**src/rtl/demux_pkg.sv**
```systemverilog
// Shared lane-indexing constants, the lane state type and the {group, lane}
// address helper for the 8-way demultiplexer.
package demux_pkg;

    localparam int NUM_LANES     = 8;
    localparam int LANE_IDX_W    = 3;
    localparam int GROUP_BIT     = 2;
    localparam int LANE_IN_GRP_W = GROUP_BIT;

    typedef enum logic {
        LANE_EMPTY = 1'b0,
        LANE_FULL  = 1'b1
    } lane_state_e;

    function automatic logic [LANE_IDX_W-1:0] lane_of(
        input logic                     group,
        input logic [LANE_IN_GRP_W-1:0] idx
    );
        return {group, idx};
    endfunction

endpackage

```
**src/rtl/demux_lane.sv**
```systemverilog
// One-entry output buffer for a single demux lane with valid/ready drain.
//
//   state      | meaning
//   LANE_EMPTY | no word held, out_valid low
//   LANE_FULL  | word held in out_data, out_valid high until drained
module demux_lane
    import demux_pkg::*;
#(
    parameter int DATA_W = 8
) (
    input  logic              clk,
    input  logic              rst_n,
    input  logic              load,
    input  logic [DATA_W-1:0] load_data,
    output logic              out_valid,
    input  logic              out_ready,
    output logic [DATA_W-1:0] out_data
);

    lane_state_e state, state_nxt;

    always_ff @(posedge clk) begin
        if (!rst_n) begin
            state    <= LANE_EMPTY;
            out_data <= '0;
        end else begin
            state <= state_nxt;
            if (load) begin
                out_data <= load_data;
            end
        end
    end

    // A load in the same cycle as a drain keeps the lane full with the new word.
    always_comb begin
        state_nxt = state;
        case (state)
            LANE_EMPTY: begin
                if (load) begin
                    state_nxt = LANE_FULL;
                end
            end
            LANE_FULL: begin
                if (!load && out_ready) begin
                    state_nxt = LANE_EMPTY;
                end
            end
            default: state_nxt = LANE_EMPTY;
        endcase
    end

    assign out_valid = (state == LANE_FULL);

endmodule

```
**src/rtl/demux_8way.sv**
```systemverilog
// Registered 1-to-8 demultiplexer: routes one producer word per cycle into one
// of eight independently drained single-word lanes.
module demux_8way
    import demux_pkg::*;
#(
    parameter int DATA_W = 8,
    parameter int CNT_W  = 16
) (
    input  logic                        clk,
    input  logic                        rst_n,
    input  logic                        in_valid,
    output logic                        in_ready,
    input  logic [LANE_IDX_W-1:0]       in_sel,
    input  logic [DATA_W-1:0]           in_data,
    output logic [NUM_LANES-1:0]        out_valid,
    input  logic [NUM_LANES-1:0]        out_ready,
    output logic [NUM_LANES*DATA_W-1:0] out_data,
    output logic                        busy,
    output logic [CNT_W-1:0]            acc_cnt
);

    logic [LANE_IDX_W-1:0] lane_sel;
    logic [NUM_LANES-1:0]  load;
    logic                  accept;

    assign lane_sel = lane_of(in_sel[GROUP_BIT], in_sel[LANE_IN_GRP_W-1:0]);

    // A full lane can still accept if its consumer empties it this cycle.
    assign in_ready = rst_n & (~out_valid[lane_sel] | out_ready[lane_sel]);
    assign accept   = in_valid & in_ready;

    always_comb begin
        load = '0;
        if (accept) begin
            load[lane_sel] = 1'b1;
        end
    end

    for (genvar i = 0; i < NUM_LANES; i++) begin : g_lane
        demux_lane #(
            .DATA_W (DATA_W)
        ) u_lane (
            .clk       (clk),
            .rst_n     (rst_n),
            .load      (load[i]),
            .load_data (in_data),
            .out_valid (out_valid[i]),
            .out_ready (out_ready[i]),
            .out_data  (out_data[i*DATA_W +: DATA_W])
        );
    end

    always_ff @(posedge clk) begin
        if (!rst_n) begin
            acc_cnt <= '0;
        end else if (accept) begin
            acc_cnt <= acc_cnt + CNT_W'(1);
        end
    end

    assign busy = |out_valid;

endmodule

```
**config.mk**
```make
export PLATFORM = sky130hd
export DESIGN_NAME = demux_8way
export DESIGN_NICKNAME = d
export VERILOG_FILES = /design/src/rtl/demux_pkg.sv /design/src/rtl/demux_lane.sv /design/src/rtl/demux_8way.sv
export SDC_FILE = /design/constraint.sdc
export NUM_CORES = 1
export LEC_CHECK = 0
export CAP_MARGIN = 40
export CORE_ASPECT_RATIO = 1.2
export CORE_MARGIN = 2
export CORE_UTILIZATION = 35
export DETAILED_ROUTE_END_ITERATION = 7
export SLEW_MARGIN = 20
export SYNTH_ARGS = -nofsm -noshare
export SYNTH_HDL_FRONTEND = slang
export SYNTH_SLANG_ARGS = --single-unit
```
**constraint.sdc**
```tcl
create_clock -name clk -period 6.5 [get_ports clk]
set_clock_uncertainty 0.05 [all_clocks]
set_input_delay 0.975 -clock clk [delete_from_list [all_inputs] [get_ports clk]]
set_output_delay 0.975 -clock clk [all_outputs]
set_load 0.1 [all_outputs]
```
==> results by stage <==
Synthesis:
- Counting flops with a built-in enable in the synthesized netlist gives 0.
- The combined area of all synthesized cells is 4030 um^2.
- Ranked by instance count, the synthesized netlist is headed by 88 x sky130_fd_sc_hd__dfxtp_1, 56 x sky130_fd_sc_hd__a21oi_1, 53 x sky130_fd_sc_hd__nand3_1.
- Yosys attributes the largest share of cell area to sky130_fd_sc_hd__dfxtp_1 44%, sky130_fd_sc_hd__mux2i_1 8.0%, sky130_fd_sc_hd__a21oi_1 7.0%.
- Summing the sequential cell areas from Yosys gives 43.8% of the chip area.
- The number of register bits inferred by synthesis is 88.
- Counting distinct cell types in the post-synthesis netlist gives 49.
- A synthesized cell averages roughly 8.8 um^2.
- The top cell type's share of synthesized area is 43.8%.
- In the post-synthesis netlist, the cell with the most instances is sky130_fd_sc_hd__dfxtp_1.
- The number of nets handed over by synthesis was 482.
- sky130_fd_sc_hd__dfxtp_1 takes more of the synthesized area than any other cell.
- Among all flip-flop cells after synthesis, the most frequent one is sky130_fd_sc_hd__dfxtp_1.
- Yosys printed 0 warnings.
- The cell count after synthesis came out at roughly 460.
- In the synthesized netlist the async set-or-reset flop fraction comes to 0%.

STA:
- The final sum of negative setup slack is 0 ns.
- The final period demand of the worst path is roughly 4.7 ns.
- The final count of negative-setup-slack endpoints is 0.
- Setup repair after global routing left no endpoint under its margin.
- The count of endpoints failing hold in the final timing report is 0.
- For the pin with the worst max-slew slack, the measured transition is between 0.8 and 0.9 ns.
- The headroom to the max-slew limit is between 40 and 50%.
- The worst path uses 72.5% of the clock period.
- The max-slew violation total from the final report came to 0.
- The upper clock frequency limit is 212 MHz.

Worst setup path:
- The worst setup path is captured at a primary output.
- The required time reported for the critical path endpoint is 5.47 ns.
- The worst setup path is launched from a primary input.
- The critical path capture point is in_ready.
- The worst register-to-register path ends at g_lane[2].u_lane.out_data[6].
- The largest driver fanout on the critical path is 15.
- The launch point of the critical path is in_sel[1].
- The number of cells on the worst reg-to-reg path is 6.
- The signal arrival time at the worst endpoint is 3.69 ns.
- The setup path with the least slack is of type in2out.
- Across all register-to-register paths, the minimum setup slack is 4.26 ns.
- In this run the critical register-to-register path is launched from g_lane[3].u_lane.out_valid.

Floorplan:
- In this run the standard cell core region covers around 11000 um^2.
- The floorplan die width is 102 um.
- The floorplan step defined a die boundary enclosing around 12000 um^2.
- The initial utilization of the core area, before any placement, comes to 36.1%.
- In this run the core area contains 42 standard-cell rows.
- The die height is roughly 120 um.
- 112 I/O pins were placed.

CTS:
- The hold buffer count at CTS is 0.
- The root buffer cell is sky130_fd_sc_hd__clkbuf_16.
- The maximum level of the CTS H-tree is 3.
- The count of instances resized after the clock tree is built is 0.
- In this run the post-CTS setup repair buffer count came out at 0.
- The clock tree from TritonCTS is built.
- The number of sinks handled by clock tree synthesis is a little under 90.
- Clock tree synthesis inserted a total of 9 buffers.
- The number of buffers on the longest clock path is 2.
- The clock-pin slew reported for the worst setup and hold paths after clock tree synthesis is roughly 0.060 ns.
- The later pin in the worst-skew pair is clocked with a latency of approximately 0.35 ns.

Hold path:
- The class of the tightest hold or removal check is reg2reg.
- The cell depth of the worst hold path is 2.

Power and ir drop:
- The static leakage is 2.59 nW.
- The total power divided by cell area is 191 nW/um^2.
- Across the VDD grid, the largest voltage drop is roughly 120 uV.

Route:
- After detailed routing, the number of remaining DRC violations is 0.
- The residual antenna-violating net count after detailed routing is 0.
- The total detailed-routing wirelength is 13400 um.
- The first detailed-routing pass took 6 iterations.
- After detailed routing, the average wire length per cell comes to around 17 um.
- The number of DRC markers in iteration 0 is 195.
- The detailed router placed ~4200 vias in this run.
- The detailed-route vias per instance is 5.26.

Finish:
- The combined area of the multi-input logic cells is approximately 2000 um^2.
- 0 antenna diodes ended up in the layout.
- Registers take 1760 um^2.
- For this run, the post-layout net count is 660.
- The final instance area is 7000 um^2.
- Fill cells in the final layout number 933.
- The fraction of final layout cells with drive strength greater than 1 is between 10% and 20%.
- The synthesis-to-layout area growth is 73.8%.

Global route:
- The leftover overflow at the end of global routing is 0.
- Entering global routing, the biggest net connects 57 pins.
- The first global-routing pass estimated 21500 um of wire.
- Across every metal layer, demand over resource in global routing totals 22.3%.
- The number of global-route vias before repair is 4111.
- The number of antenna violations at the first check in global routing is 0.

Status:
- The run finished with clean final reports.

Place:
- After detailed placement, the total cell area comes to roughly 6700 um^2.
- Once detailed placement completed, the half-perimeter wirelength came to 9510 um.
- At the end of routability-driven placement, the weighted congestion stood at 0.810.
- Buffers placed on the I/O ports in this run total 111.

Job:
- The number of max-capacitance violations reported is 0.
[layer usage]
metal | GRT usage [%] | routed length (um)
met1 | 28.9 | 5790
met2 | 37.5 | 6760
met3 | 2.71 | 584
met4 | 8.58 | 253
met5 | 0 | 0
[layout make-up]
class,instances,area share [%]
inverters,5,0.268
clock buffers,9,3.22
repair buffers,210,38.4
multi-input cells,323,28.8
flip-flops and latches,88,25.2
well taps,154,2.75
clock inverters,7,1.45
[where the power goes]
group	internal (mW)	total, mW	switching (mW)	leakage (nW)
Sequential	0.546	0.552	0.00569	0.710
Combinational	0.0704	0.209	0.139	1.72
Clock	0.342	0.575	0.234	0.158
[flip-flops by register name, indices dropped and copies added, names as in the netlist]
name                     flops
acc_cnt                     16
g_lane.u_lane.out_data      64
g_lane.u_lane.out_valid      8
[kinds of logic (layout without fill, tap and decap cells)]
logic type	Yosys count	after routing	synth area share, %
AND/OR/NAND/NOR	144	144	18.1
flip-flops	88	88	43.8
adder cells (fa/ha/maj)	1	1	0.311
multiplexers	34	34	8.51
AO/OA/AOI/OAI	144	144	23.2
buffers and inverters	48	231	6.21
[per-stage QoR]
step	worst slack (ns)	util (%)	hold WS, ns	cells	total power, mW
global placement	1.52	46.0	0.400	685	0.737
global route	1.66	62.8	0.435	796	1.38
detailed placement	1.81	59.7	0.399	779	0.771
floorplan	2.17	-	0.426	459	0.690
CTS	1.79	62.7	0.415	795	1.34
finish	1.79	62.8	0.415	796	1.34
[worst max-delay path, stage by stage]
cell and delay (ns):
sky130_fd_sc_hd__clkdlybuf4s50_1 0.89, sky130_fd_sc_hd__mux2_2 0.43, sky130_fd_sc_hd__a32o_1 0.34, sky130_fd_sc_hd__nor2_1 0.26, sky130_fd_sc_hd__a21oi_1 0.13, sky130_fd_sc_hd__clkdlybuf4s50_1 0.47, sky130_fd_sc_hd__buf_8 0.18
[layout by cell type, fill, tap and decap left out, types with 9 or more instances in the layout]
cell                              count
sky130_fd_sc_hd__dfxtp_1             88
sky130_fd_sc_hd__buf_16              11
sky130_fd_sc_hd__nand2_1             45
sky130_fd_sc_hd__nand2b_1            15
sky130_fd_sc_hd__o211ai_1            29
sky130_fd_sc_hd__o21ai_0             26
sky130_fd_sc_hd__nand3_1             53
sky130_fd_sc_hd__buf_8               80
sky130_fd_sc_hd__clkbuf_16            9
sky130_fd_sc_hd__a21oi_1             56
sky130_fd_sc_hd__clkdlybuf4s50_1    110
sky130_fd_sc_hd__mux2i_1             32
[worst min path at each step]
| stage | slack, ns | start | endpoint |
|---|---|---|---|
| after CTS | 0.42 | g_lane[3].u_lane.out_data[2] | g_lane[3].u_lane.out_data[2] |
| after detailed placement | 0.40 | g_lane[3].u_lane.out_data[2] | g_lane[3].u_lane.out_data[2] |
| after floorplan | 0.43 | g_lane[2].u_lane.out_valid | g_lane[2].u_lane.out_valid |
| after global routing | 0.44 | g_lane[6].u_lane.out_data[1] | g_lane[6].u_lane.out_data[1] |
| final | 0.42 | g_lane[3].u_lane.out_data[2] | g_lane[3].u_lane.out_data[2] |
| after global placement | 0.40 | g_lane[3].u_lane.out_data[7] | g_lane[3].u_lane.out_data[7] |
Note: power is estimated with default switching activity, not from simulation.
